File: src/rtl/x_ddr_tx_serializer.sv
// Parallel-to-serial DDR transmitter.
// Accepts WIDTH-bit words over valid/ready and sends them MSB-first as one
// bit per CLK phase: the high-phase bit while CLK=1, the low-phase bit while
// CLK=0. Back-to-back words stream without idle bits because the next word
// can be accepted on the last pair cycle of the current one.
module x_ddr_tx_serializer #(
    parameter int   WIDTH      = 8,
    parameter logic IDLE_LEVEL = 1'b0
) (
    input  logic             CLK,
    input  logic             RST,
    input  logic             CE,
    input  logic [WIDTH-1:0] DIN,
    input  logic             DIN_VALID,
    output logic             DIN_READY,
    output logic             O,
    output logic             FRAME
);

    localparam int PAIRS = WIDTH / 2;
    localparam int CW    = (PAIRS > 1) ? $clog2(PAIRS) : 1;
    localparam logic [CW-1:0] CNT_LOAD = CW'(PAIRS - 1);

    typedef enum logic {
        S_IDLE  = 1'b0,
        S_SHIFT = 1'b1
    } state_t;

    state_t           state_q, state_d;
    logic [WIDTH-1:0] shreg_q, shreg_d;
    logic [CW-1:0]    cnt_q,   cnt_d;
    logic             accept;

    // Ready is combinational so the next word can land on the last pair cycle.
    always_comb begin
        DIN_READY = RST & CE & ((state_q == S_IDLE) | (cnt_q == '0));
        accept    = DIN_READY & DIN_VALID;
    end

    // Next-state logic: load on accept, otherwise shift by one pair per enabled edge.
    always_comb begin
        state_d = state_q;
        shreg_d = shreg_q;
        cnt_d   = cnt_q;
        if (CE) begin
            case (state_q)
                S_IDLE: begin
                    if (accept) begin
                        state_d = S_SHIFT;
                        shreg_d = DIN;
                        cnt_d   = CNT_LOAD;
                    end
                end
                S_SHIFT: begin
                    shreg_d = shreg_q << 2;
                    if (cnt_q == '0) begin
                        if (accept) begin
                            shreg_d = DIN;
                            cnt_d   = CNT_LOAD;
                        end else begin
                            state_d = S_IDLE;
                        end
                    end else begin
                        cnt_d = cnt_q - 1'b1;
                    end
                end
                default: state_d = S_IDLE;
            endcase
        end
    end

    // State registers; reset clears any word in flight immediately.
    always_ff @(posedge CLK or negedge RST) begin
        if (!RST) begin
            state_q <= S_IDLE;
            shreg_q <= '0;
            cnt_q   <= '0;
        end else begin
            state_q <= state_d;
            shreg_q <= shreg_d;
            cnt_q   <= cnt_d;
        end
    end

    // FRAME is the decoded state flop; O muxes the current registered pair by CLK level.
    always_comb begin
        FRAME = (state_q == S_SHIFT);
        if (state_q == S_SHIFT) begin
            O = CLK ? shreg_q[WIDTH-1] : shreg_q[WIDTH-2];
        end else begin
            O = IDLE_LEVEL;
        end
    end

endmodule

File: config.mk
export PLATFORM = sky130hd
export DESIGN_NAME = x_ddr_tx_serializer
export DESIGN_NICKNAME = d
export VERILOG_FILES = /design/src/rtl/x_ddr_tx_serializer.sv
export SDC_FILE = /design/constraint.sdc
export NUM_CORES = 1
export LEC_CHECK = 0
export CORE_MARGIN = 2
export CORE_UTILIZATION = 46
export DETAILED_ROUTE_END_ITERATION = 8
export MAX_ROUTING_LAYER = met4
export PLACE_DENSITY = 0.75
export SLEW_MARGIN = 20
export SYNTH_ARGS = -nofsm -noshare
export SYNTH_HDL_FRONTEND = slang
export SYNTH_SLANG_ARGS = --single-unit
File: constraint.sdc
create_clock -name CLK -period 1.3 [get_ports CLK]
set_input_delay 0.195 -clock CLK [delete_from_list [all_inputs] [get_ports CLK]]
set_output_delay 0.195 -clock CLK [all_outputs]
set_load 0.02 [all_outputs]
==> results.rst, run 1 <==
.. list-table::
   :header-rows: 1

   * - Metric
     - Value
   * - Switching power total
     - 0.6722 mW
   * - Outcome
     - finished, violations left
   * - Top post-synthesis cells by area
     - sky130_fd_sc_hd__dfrtp_1 45%, sky130_fd_sc_hd__o2111ai_1 8.6%, sky130_fd_sc_hd__o211ai_1 7.4%, sky130_fd_sc_hd__nand3_1 4.9%, sky130_fd_sc_hd__o21ai_0 4.9%
   * - Fraction of power consumed by combinational cells
     - 0.452
   * - GRT Overall Usage
     - 0.2465
   * - Maximum fanout along the worst path
     - 2
   * - Filler cell count
     - 111
   * - Share of the cycle needed by the critical path after routing
     - 1.095
   * - Classification of the worst-slack hold path
     - in2async
   * - Mean Syn Cell Area
     - 10.03 um^2
   * - Antenna-violating nets left
     - 0
   * - Worst setup slack after placement
     - -0.3491 ns
   * - RSZ-0062 raised after global routing
     - true
   * - Internal
     - 1.219 mW
   * - Count of buffers inserted at the top-level ports
     - 14
   * - Synth cell count leaders
     - 11 x sky130_fd_sc_hd__dfrtp_1, 6 x sky130_fd_sc_hd__nand3_1, 6 x sky130_fd_sc_hd__o2111ai_1, 6 x sky130_fd_sc_hd__o211ai_1, 6 x sky130_fd_sc_hd__o21ai_0
   * - Post-route cell area
     - 927.1 um^2
   * - Critical Path RT
     - 1.11 ns
   * - Final routed wirelength across all metal layers
     - 1484 um
   * - Post-route DRC
     - 0
   * - CTS clock-pin slew for the worst setup and hold paths
     - 0.07 ns
   * - Via count of the first global-routing pass
     - 597
   * - Number of standard cells in the final layout excluding fillers
     - 108
   * - Worst Max-Slew Pin Slew
     - 0.2328 ns
   * - Worst R2R Setup Slack
     - -0.06 ns
   * - Die area
     - 1638 um^2
   * - Worst-Skew Late Latency
     - 0.38 ns
   * - Maximum number of pins on one net before global-route repair
     - 12
   * - Post-synth top area cell
     - sky130_fd_sc_hd__dfrtp_1
   * - Max capacitance violation total
     - 0
   * - Global-route wire length before repair
     - 2428 um
   * - Element type at the critical path start
     - flop
   * - Row count
     - 13
   * - Effective utilization at floorplan
     - 0.4822
   * - Final period demand of the worst path
     - 1.424 ns
   * - Beginning of the worst register-to-register path
     - cnt_q[0]
   * - Clock tree from TritonCTS
     - built
   * - Worst voltage drop across the vdd grid
     - 0.001067 V
   * - Layout Area Growth over Synthesis
     - 51.53%
   * - Synth top area share
     - 0.4499
   * - Max-slew headroom
     - 0.8446
   * - RD Place Congestion
     - 0.7612
   * - Clock network fraction of design power
     - 0.237
   * - Number of detailed-route iterations in the first pass
     - 4
   * - Fraction of layout instances using a drive strength above 1
     - 0.3011
   * - Final net count
     - 106
   * - Final worst hold slack
     - 0.1366 ns
   * - WL/cell
     - 13.74 um
   * - Most instantiated library cell after synthesis
     - sky130_fd_sc_hd__dfrtp_1
   * - Instance area at placement
     - 854.6 um^2
   * - Sum of negative setup slack
     - -0.5259 ns
   * - Vert. Die Dim
     - 40.47 um
   * - Total instance count after detailed placement
     - 100
   * - Routed via count divided by cell count
     - 5.935
   * - Data arrival time of the critical path
     - 1.23 ns
   * - Total core area
     - 1269 um^2
   * - Count of boundary I/O pins
     - 15
   * - Placed wire-length estimate after detailed placement
     - 1086 um
   * - Drt initial violations
     - 13
   * - Clock skew after layout
     - 0.0007403 ns
   * - Warnings, synthesis
     - 0
   * - Synth Flop Type
     - sky130_fd_sc_hd__dfrtp_1
   * - Summed instance area of the synthesized netlist
     - 611.8 um^2
   * - Number of cells produced by synthesis
     - 61
   * - Static leakage
     - 0.3962 nW
   * - Critical R2R Capture
     - shreg_q[7]
   * - Number of enable flip-flop cells after synthesis
     - 0
   * - Worst Setup End Kind
     - output port
   * - Number of antenna violations at the first check in global routing
     - 0
   * - Diodes inserted
     - 0
   * - Crit path setup slack, layout
     - -0.1239 ns
   * - Async S/R FF share, synth
     - 1.000
   * - Number of max-slew violations in the final report
     - 0
   * - Width of the die
     - 40.47 um
   * - Sequential-to-total area share from yosys stat
     - 0.4499
   * - Sum of overflow across all layers after global routing
     - 0
   * - Final-report setup violation count
     - 9
   * - Pwr dens
     - 2040 nW/um^2
   * - Top achievable clock speed
     - 0.7023 GHz
   * - Number of library cell types mapped by synthesis
     - 25
   * - Violations in the final reports
     - negative setup slack
   * - Sequential share of power
     - 0.311
   * - Worst Reg-to-Reg Cells
     - 5
   * - Cts-stage hold buffer count
     - 0
   * - Final hold violations
     - 0
   * - Via count
     - 641
   * - Post-Synthesis Net Count
     - 73
   * - Synth Register Bits
     - 11
   * - Switch share
     - 0.3554
   * - Worst setup path category
     - reg2out
==> cells by family (layout without fill, tap and decap cells) <==
group,Yosys count,count (layout),synth area share
AOI/OAI and AO/OA,28,28,0.3415
and+or+nand+nor,14,14,0.1309
DFF,11,11,0.4499
buffers and inverters,6,38,0.04704
xor gates and xnor gates,1,1,0.01432
muxes,1,1,0.01636
==> metrics by stage <==
stage,util,power [mW]
finish,0.7308,1.891
global route,0.7308,2.040
CTS,0.7130,1.832
detailed placement,0.6736,1.475
global placement,0.6736,1.450
floorplan,-,1.081
==> power groups by stage <==
stage / sequential, mW / combinational [mW] / clock [mW]
CTS: 0.577 / 0.819 / 0.435
finish: 0.588 / 0.855 / 0.449
global placement: 0.573 / 0.781 / 0.0963
detailed placement: 0.582 / 0.796 / 0.0963
floorplan: 0.615 / 0.402 / 0.0640
global route: 0.601 / 0.939 / 0.500
==> routing by layer <==
layer / track usage / share of wire / vias to the layer above
li1: - / - / 313
met2: 0.3452 / 0.49 / 25
met1: 0.2804 / 0.43 / 300
met4: 0.1500 / 0.011 / 0
met5: - / 0 / -
met3: 0.1167 / 0.069 / 3
==> sequential cells by signal, indices dropped and copies added, names as in the netlist <==
register	count
shreg_q	8
cnt_q	2
FRAME	1
==> critical path, stage by stage, from the launching register on <==
cell,delay (ns)
sky130_fd_sc_hd__dfrtp_1,0.39
sky130_fd_sc_hd__o21ai_2,0.15
sky130_fd_sc_hd__and3_4,0.19
sky130_fd_sc_hd__buf_6,0.11
==> worst max-delay path by stage <==
stage | startpoint | end | slack [ns] | cells past startpoint
floorplan | FRAME | O | 0.01 | 2
global placement | CLK | O | -0.33 | 3
detailed placement | RST | shreg_q[7] | -0.35 | 6
CTS | cnt_q[1] | DIN_READY | -0.12 | 3
global route | cnt_q[0] | DIN_READY | -0.19 | 3
finish | cnt_q[0] | DIN_READY | -0.12 | 3
==> repair_timing <==
action / in CTS / in global routing
resized for setup: 17 / 4
endpoints found under the hold margin: 0 / 0
pin swaps: 9 / 2
setup endpoints to repair: 10 / 9
buffers inserted: 1 / 1
==> layout make-up <==
class / count / area (um^2) / area share
Clock buffer: 7 / 52.55 / 0.05668
Inverter: 2 / 7.507 / 0.008097
Multi-Input combinational cell: 44 / 319.1 / 0.3441
Sequential cell: 11 / 275.3 / 0.2969
Tap cell: 15 / 18.77 / 0.02024
Timing Repair Buffer: 29 / 254.0 / 0.2740
==> layout by cell type, fill, tap and decap left out, drive strengths merged, types with 2 or more instances in the layout <==
cell type	synthesis	layout
o31ai	2	2
inv	2	2
buf	3	19
dfrtp	11	11
nand2	3	3
o211ai	6	6
clkbuf	1	6
clkdlybuf4s50	0	11
o2111ai	6	6
o21ai	7	7
nand3	6	6
a22o	2	2
(Power assumes the default switching activity.)
==> run 2, diff against run 1 <==
Settings changed: HOLD_SLACK_MARGIN set to 0.06.
==> results of run 2 <==
Final layout, timing and power as in run 1 (identical DEF).
